--- src/rtl/disp_sched.sv ---
// disp_sched: picks which of four 16-bit debug taps feeds the 4-digit hex
// display. Manual mode steps on a debounced button press. Auto mode rotates
// after DWELL_CYCLES. Invalid sources are skipped, and freeze holds the value.
//
// Ports:
//   clk, clr_n          clock, asynchronous active-low reset
//   src0..src3 [15:0]   debug taps
//   src_valid  [3:0]    bit i set -> srci may be shown
//   btn_next, btn_mode  raw push buttons (synchronized + debounced here)
//   freeze              hold disp_x while selection keeps updating
//   disp_x     [15:0]   registered value to the 7-segment driver
//   src_sel    [1:0]    selected source index
//   auto_mode           1 = auto rotation, 0 = manual stepping
//   disp_en             0 = nothing valid, blank the display

// Per-button path: 2-flop synchronizer, level debouncer, rising-edge pulse.
module disp_sched_deb #(
   parameter int DEBOUNCE_CYCLES = 1000000
) (
   input  logic clk,
   input  logic clr_n,
   input  logic btn,
   output logic pulse
);
   localparam int CW = $clog2(DEBOUNCE_CYCLES);
   localparam logic [CW-1:0] CNT_LAST = CW'(DEBOUNCE_CYCLES - 1);

   logic [1:0]    sync;
   logic [CW-1:0] cnt;
   logic          lvl;

   always_ff @(posedge clk or negedge clr_n) begin
      if (!clr_n) begin
         sync  <= '0;
         cnt   <= '0;
         lvl   <= 1'b0;
         pulse <= 1'b0;
      end else begin
         sync  <= {sync[0], btn};
         pulse <= 1'b0;
         if (sync[1] != lvl) begin
            // cnt == LAST means this is the DEBOUNCE_CYCLES-th differing cycle
            if (cnt == CNT_LAST) begin
               lvl   <= sync[1];
               cnt   <= '0;
               pulse <= sync[1];   // press only; release is silent
            end else begin
               cnt <= cnt + 1'b1;
            end
         end else begin
            cnt <= '0;             // bounce back restarts the count
         end
      end
   end
endmodule

module disp_sched #(
   parameter int DWELL_CYCLES    = 50000000,
   parameter int DEBOUNCE_CYCLES = 1000000
) (
   input  logic        clk,
   input  logic        clr_n,
   input  logic [15:0] src0,
   input  logic [15:0] src1,
   input  logic [15:0] src2,
   input  logic [15:0] src3,
   input  logic [3:0]  src_valid,
   input  logic        btn_next,
   input  logic        btn_mode,
   input  logic        freeze,
   output logic [15:0] disp_x,
   output logic [1:0]  src_sel,
   output logic        auto_mode,
   output logic        disp_en
);
   localparam int DW = $clog2(DWELL_CYCLES);
   localparam logic [DW-1:0] DWELL_LAST = DW'(DWELL_CYCLES - 1);

   typedef enum logic {MANUAL = 1'b0, AUTO = 1'b1} state_t;

   state_t             state, state_nxt;
   logic [1:0]         btn_raw, btn_pulse;
   logic               p_next, p_mode;
   logic [DW-1:0]      dwell;
   logic [1:0]         nxt_sel, cand;
   logic [3:0][15:0]   srcs;
   logic               any_valid, cur_inv, expire;

   assign btn_raw = {btn_mode, btn_next};
   assign p_next  = btn_pulse[0];
   assign p_mode  = btn_pulse[1];

   generate
      for (genvar b = 0; b < 2; b++) begin : g_btn
         disp_sched_deb #(.DEBOUNCE_CYCLES(DEBOUNCE_CYCLES)) u_deb (
            .clk   (clk),
            .clr_n (clr_n),
            .btn   (btn_raw[b]),
            .pulse (btn_pulse[b])
         );
      end
   endgenerate

   assign srcs      = {src3, src2, src1, src0};
   assign any_valid = |src_valid;
   assign cur_inv   = any_valid && !src_valid[src_sel];
   assign expire    = (dwell == DWELL_LAST);

   // Walk offsets 3..1 so the nearest valid successor is written last and wins.
   always_comb begin
      nxt_sel = src_sel;
      cand    = src_sel;
      for (int k = 3; k >= 1; k--) begin
         cand = src_sel + 2'(k);
         if (src_valid[cand]) nxt_sel = cand;
      end
   end

   // FSM: state register
   always_ff @(posedge clk or negedge clr_n) begin
      if (!clr_n) state <= MANUAL;
      else        state <= state_nxt;
   end

   // FSM: next state
   always_comb begin
      state_nxt = state;
      if (p_mode) state_nxt = (state == AUTO) ? MANUAL : AUTO;
   end

   // FSM: outputs
   always_comb begin
      auto_mode = (state == AUTO);
   end

   // Selection and dwell. Invalid current source outranks p_next and expiry,
   // so there is never more than one advance per cycle.
   always_ff @(posedge clk or negedge clr_n) begin
      if (!clr_n) begin
         src_sel <= '0;
         dwell   <= '0;
      end else if (!any_valid) begin
         dwell <= '0;
      end else if (cur_inv) begin
         src_sel <= nxt_sel;
         dwell   <= '0;
      end else if (state == MANUAL) begin
         dwell <= '0;
         if (p_next) src_sel <= nxt_sel;
      end else begin
         if (expire) begin
            src_sel <= nxt_sel;
            dwell   <= '0;
         end else begin
            dwell <= dwell + 1'b1;
         end
         if (p_mode) dwell <= '0;   // leaving AUTO; counter rests at 0
      end
   end

   // Output register: loads from the selection as it stood at cycle start,
   // so a src_sel change lands on disp_x one edge later.
   always_ff @(posedge clk or negedge clr_n) begin
      if (!clr_n) begin
         disp_en <= 1'b0;
         disp_x  <= '0;
      end else begin
         disp_en <= any_valid;
         if (!any_valid)              disp_x <= '0;   // blanking beats freeze
         else if (disp_en && !freeze) disp_x <= srcs[src_sel];
      end
   end
endmodule
--- config.mk ---
export PLATFORM = sky130hd
export DESIGN_NAME = disp_sched
export DESIGN_NICKNAME = d
export VERILOG_FILES = /design/src/rtl/disp_sched.sv
export SDC_FILE = /design/constraint.sdc
export NUM_CORES = 1
export LEC_CHECK = 0
export ABC_AREA = 1
export BUFFER_PORTS_ARGS = -buffer_cell sky130_fd_sc_hd__buf_2
export CAP_MARGIN = 10
export CORE_MARGIN = 2
export CORE_UTILIZATION = 53
export DETAILED_ROUTE_END_ITERATION = 8
export HOLD_SLACK_MARGIN = 0.05
export PLACE_DENSITY = 0.76
export SETUP_SLACK_MARGIN = 0.15
export SLEW_MARGIN = 0
export SYNTH_ARGS = -nofsm -noshare
export SYNTH_HDL_FRONTEND = slang
export SYNTH_SLANG_ARGS = --single-unit
--- constraint.sdc ---
create_clock -name clk -period 2.01 [get_ports clk]
set_clock_uncertainty 0.05 [all_clocks]
set_input_delay 0.1005 -clock clk [delete_from_list [all_inputs] [get_ports clk]]
set_output_delay 0.1005 -clock clk [all_outputs]
set_load 0.01 [all_outputs]
==> out/qor.yml, run 1 <==
outcome: "finished clean"
cp_common_cell: "nand2_1"
vias: 5671
reg2reg_depth: 8
r2r_slack_ps: 290
syn_inst: 730
start_kind: "flip-flop"
drive_gt1_frac: 0.194
cellPowerDensity_mw_per_mm2: 793
cap_violations: 0
syn_nets: 806
clockRootBuffer: "clkbuf_8"
criticalPathCategory: "flip-flop to flip-flop"
synthAdderAreaFrac: 0.00690
synth.area.mux_share: 0
fmax_mhz: 582
synth_top_cell_area_share: 0.432
hold_end: "disp_x[5]"
clk_latency_ps: 370
finalMaxSlewViolations: 0
whs_ps: 109
grt_use_total: 0.294
period_share: 0.854
globalplace.congestion: 0.909
hpwl_mm: 9.20
wl_mm: 15.3
tightest_slew_ps: 554
cts_buffers: 9
portBuffers: 92
max_stage_delay_ps: 520
netlist_area_mm2: 0.00544
fin_util: 0.712
die_x_um: 105
start_util: 0.552
multi_input_area_mm2: 0.00276
clock_path_buffers: 2
antenna_left: 0
synth_top_area_cell: "dfrtp_1"
whs_path_depth: 5
min_from: "src2[5]"
grt_pass1_vias: 5557
ff_latch_area_mm2: 0.00235
ys_ff_latch: 94
synth_compound_area_frac: 0.0223
routedWlPerCell_um: 14.7
cp.required_ps: 2210
worst-path-max-fanout: 10
fill_cells: 706
irDropWorstVdd_mv: 0.571
power.leakage_nw: 3.24
crit_cells: 8
crit_slowest_cell: "dfrtp_1"
cp_num_buf_inv: 3
route.detailed.drc: 0
yosys_warnings: 0
rsz0062_at_grt: "no"
critPathArrivalTime_ps: 1920
end_kind: "flip-flop"
syn-mean-instance-area_um2: 7.45
synth_cell_type_count: 36
worst_r2r_endpoint: "disp_x[1]"
first_pass_iters: 6
cts.sinks: 94
first_iter_violations: 547
cts_tree: "done"
nets: 976
area_delta_synth_final_pct: 29.1
totalNegativeSetupSlack_ps: 0
synthSimpleGateAreaFrac: 0.419
ys_seq_area_frac: 0.432
critical-path-top-delay-family: "buffers and inverters"
synthTopCellsByArea: "dfrtp_1 (43%), nand2_1 (16%), nor2_1 (7.1%)"
die_h_um: 105
viasPerCell: 5.45
final-setup-viol-count: 0
synth_xor_area_frac: 0.0531
grt_overflow_total: 0
clk_pin_slew_worst_paths_ps: 90
antenna_found_initial: 2
dieArea_mm2: 0.0111
grt_max_degree: 46
slew_headroom: 0.631
crit_chain: "inv_2 > nand2_1 > clkinvlp_4 > buf_4 > nand2_1 > nand4_1 > nand2_1 > nand2_1"
hold_violations: 0
h-tree-depth: 3
grt_pass1_wl_mm: 26.0
synth_top_family_by_area: "simple AND/OR/NAND/NOR gates"
core_area_mm2: 0.00986
row_count: 36
worstHoldPathType: "input pin to flip-flop"
min_period_ps: 1720
r2r_start: "src_sel[0]"
ios: 93
worst register-to-register path, stage by stage, from the launching register on:
cell and delay, ps:
dfrtp_1 520, inv_2 130, nand2_1 180, clkinvlp_4 190
buf_4 220, nand2_1 70, nand4_1 100, nand2_1 80
nand2_1 80
worst max-delay path by stage:
stage                 to  slack (ps)       start
2_1_floorplan   dwell[5]         490    dwell[0]
5_1_grt        disp_x[4]         130  src_sel[0]
3_3_place_gp    dwell[0]         320    dwell[0]
3_5_place_dp   dwell[23]         240    dwell[0]
6_report       disp_x[1]         290  src_sel[0]
4_1_cts        dwell[18]         230    dwell[0]
cell families (layout without fill, tap and decap cells):
kind of cell | count (synthesis) | count (layout)
simple gates | 494 | 495
flops | 94 | 94
buf+inv | 86 | 260
xor+xnor | 33 | 33
compound gates | 20 | 20
fa+ha+maj | 3 | 3
other cells | 0 | 2
timing repair:
action	4_1_cts	5_1_grt
endpoints found under the setup margin	0	30
setup buffers	0	6
hold buffers	66	0
gates resized for setup	0	5
endpoints found under the hold margin	112	0
report_power, final:
group | internal, mW | switching (mW)
clock | 0.782 | 0.689
combinational | 0.694 | 1.16
sequential | 2.09 | 0.157
per-stage QoR:
stage	power, mW	setup slack (ps)	area, um2	std cells
2_1_floorplan	3.25	490	5440	730
3_3_place_gp	3.69	322	6040	949
3_5_place_dp	3.74	243	6040	949
4_1_cts	5.31	227	6940	1031
5_1_grt	5.89	133	7020	1038
6_report	5.57	293	7020	1040
synthesized netlist by cell type:
cell / count
nand2_1: 237
nor2_1: 103
dfrtp_1: 94
inv_1: 72
nand3_1: 54
nand4_1: 29
xor2_1: 22
nor3_1: 20
nor2_2: 19
xnor2_1: 11
a21oi_1: 10
nor2_4: 7
nand2_2: 5
nand3_2: 5
nor3_2: 5
buf_2: 4
inv_2: 4
ha_1: 3
nand2_4: 3
a31oi_1: 2
buf_6: 2
clkbuf_1: 2
nand3_4: 2
nor3_4: 2
o21ai_0: 2
a211oi_1: 1
a21oi_2: 1
a221oi_1: 1
a31oi_2: 1
buf_12: 1
buf_4: 1
nand3b_1: 1
o21ai_1: 1
o22ai_1: 1
or2_1: 1
or2_2: 1
layer usage:
metal  GRT usage  wire length, um  vias to the layer above  share of wire
li1            -                -                     2658              -
met1       0.365             5980                     2624           0.39
met2       0.458             7340                      273           0.48
met3      0.0915              932                      116          0.061
met4       0.156             1030                        0          0.068
met5           0                0                        -              0
sequential cells by signal (all words and copies together) (netlist names):
name and count:
g_btn.u_deb.lvl 2, g_btn.u_deb.cnt 40, src_sel 2, disp_en 1
g_btn.u_deb.pulse 2, auto_mode 1, disp_x 16, dwell 26
g_btn.u_deb.sync 4
area by class of cell:
cell class / instances / area share
flip-flops and latches: 94 / 0.335
repair buffers: 168 / 0.172
well taps: 133 / 0.0237
diodes: 2 / 0.000713
clock inverters: 5 / 0.0125
multi-input cells: 551 / 0.392
inverters: 76 / 0.0417
clock buffers: 11 / 0.0216
cell usage in the layout (no fill, tap or decap), drive strengths merged, types with 2 or more instances in the layout:
| cell | count |
|---|---|
| diode | 2 |
| bufinv | 2 |
| ha | 3 |
| o21ai | 3 |
| a31oi | 3 |
| clkbuf | 11 |
| clkinvlp | 3 |
| nor3 | 27 |
| nand4 | 29 |
| a21oi | 11 |
| xor2 | 22 |
| dfrtp | 94 |
| nand2 | 245 |
| xnor2 | 11 |
| or2 | 2 |
| buf | 102 |
| inv | 76 |
| nor2 | 129 |
| dlygate4sd3 | 66 |
| nand3 | 62 |
No activity file was read; power rests on OpenSTA's default activity.
==> run 2, diff against run 1 <==
--- a/config.mk
+++ b/config.mk
@@ -12,6 +12,7 @@
 export CORE_UTILIZATION = 53
 export DETAILED_ROUTE_END_ITERATION = 8
 export HOLD_SLACK_MARGIN = 0.05
+export MAX_ROUTING_LAYER = met4
 export PLACE_DENSITY = 0.76
 export SETUP_SLACK_MARGIN = 0.15
 export SLEW_MARGIN = 0
==> out/qor.yml, run 2 (synthesis results as in run 1) <==
outcome: "finished clean"
viasPerCell: 5.47  # +0.23%
drive_gt1_frac: 0.188  # -0.00670
max_stage_delay_ps: 500  # -20 ps
clk_latency_ps: 380  # about the same
rsz0062_at_grt: "no"
clk_pin_slew_worst_paths_ps: 90  # about the same
min_period_ps: 1790  # +72.3 ps
grt_pass1_vias: 5709  # +2.7%
grt_overflow_total: 0  # unchanged
crit_chain: "inv_2 > nand2_1 > inv_1 > nand2_1 > nand4_1 > nand2_1 > nand2_1"
power.leakage_nw: 3.21  # -0.90%
globalplace.congestion: 0.922  # +1.5%
grt_max_degree: 45  # -2.2%
cts.sinks: 94  # unchanged
r2r_start: "src_sel[0]"
stdcell_count: 1038  # -0.19%
first_iter_violations: 497  # -9.1%
portBuffers: 92  # unchanged
antenna_left: 0  # unchanged
critical-path-top-delay-family: "buffers and inverters"
route.detailed.drc: 0  # unchanged
tightest_slew_ps: 603  # +49.6 ps
reg_top3: "g_btn.u_deb.cnt: 40 flops, dwell: 26 flops, disp_x: 16 flops"
worstHoldPathType: "input pin to flip-flop"
finalWorstSetupSlack_ps: 221  # -72.3 ps
final-setup-viol-count: 0  # unchanged
crit_start: "src_sel[0]"
cap_violations: 0  # unchanged
totalNegativeSetupSlack_ps: 0  # unchanged
clockRootBuffer: "clkbuf_8"
start_kind: "flip-flop"
end_kind: "flip-flop"
vias: 5673  # +0.035%
cts_tree: "done"
nets: 972  # -0.41%
routedWlPerCell_um: 15.1  # +2.9%
hold_violations: 0  # unchanged
totalPowerFinal_mw: 5.41  # -2.8%
cp_common_cell: "nand2_1"
final_common_cell: "nand2_1"
fmax_mhz: 559  # -4.0%
die_h_um: 105  # unchanged
antenna_found_initial: 5  # +3
crit_slowest_cell: "dfrtp_1"
ios: 93  # unchanged
dp_slack_ps: 253  # +9.63 ps
irDropWorstVdd_mv: 0.755  # +32%
hpwl_mm: 9.28  # +0.87%
row_count: 36  # unchanged
mostFrequentLayoutCells: "nand2_1 (237), nor2_1 (103), dfrtp_1 (94)"
clock_path_buffers: 2  # unchanged
finalMaxSlewViolations: 0  # unchanged
cellPowerDensity_mw_per_mm2: 776  # -2.1%
fill_cells: 733  # +3.8%
core_area_mm2: 0.00986  # unchanged
top_register: "g_btn.u_deb.cnt"
cp.required_ps: 2270  # +60 ps
fin_util: 0.707  # -0.00469
dieArea_mm2: 0.0111  # unchanged
post-cts-setup-buffers: 0  # unchanged
placed_area_mm2: 0.00604  # +0.12%
first_pass_iters: 8  # +2
criticalPathCategory: "flip-flop to flip-flop"
largest_reg_flops: 40  # unchanged
critPathArrivalTime_ps: 2050  # +130 ps
min_from: "src_valid[2]"
grt_pass1_wl_mm: 26.5  # +2.0%
grt_use_total: 0.312  # +0.0179
period_share: 0.890  # +0.0360
dpl.cell_count: 950  # +0.11%
r2r_slack_ps: 220  # -70 ps
h-tree-depth: 3  # unchanged
final_cell_area_mm2: 0.00698  # -0.66%
die_x_um: 105  # unchanged
start_util: 0.552  # unchanged
area_delta_synth_final_pct: 28.2
cp_num_buf_inv: 2  # -1
worst-path-max-fanout: 16  # +6
cts_buffers: 9  # unchanged
slew_headroom: 0.598  # -0.0326
wl_mm: 15.7  # +2.7%
whs_ps: 163  # +53.9 ps
==> run 2: layout make-up <==
class	count	area [um2]	area share
timing repair buffer	164	1180	0.170
tap	133	166	0.0239
antenna	5	12.5	0.00179
inverter	76	289	0.0414
clock inverter	5	83.8	0.0120
multi-input combinational	551	2750	0.394
clock buffer	10	138	0.0197
sequential	94	2350	0.337
==> run 2: final timing paths <==
check | end | cells past startpoint
setup / recovery | disp_x[0] | 7
setup reg to reg | disp_x[0] | 7
hold / removal | disp_en | 3
max in group asynchronous | dwell[16] | 3
min in group asynchronous | disp_x[4] | 2
hold reg to reg | g_btn[0].u_deb.sync[1] | 0
==> run 2: repair_timing <==
action,CTS,global route
setup endpoints to repair,0,27
gates resized for setup,0,3
hold buffers,67,0
hold endpoints to repair,59,0
==> run 2: tightest hold or removal path, cell delays in order <==
cell and delay (ps):
buf_2 110, nor2_2 60, nand3_4 230
==> run 2: metal layers <==
layer / global-route usage / part of all wire / vias to the layer above
met2: 0.482 / 0.49 / 309
met1: 0.338 / 0.38 / 2602
met4: 0.215 / 0.067 / 0
li1: - / - / 2644
met5: - / 0 / -
met3: 0.105 / 0.064 / 118
==> run 2: where the power goes <==
part	switching [mW]	internal [mW]	leakage, nW	total (mW)
Sequential	0.162	2.09	1.27	2.25
Clock	0.670	0.729	0.105	1.40
Combinational	1.15	0.618	1.84	1.77
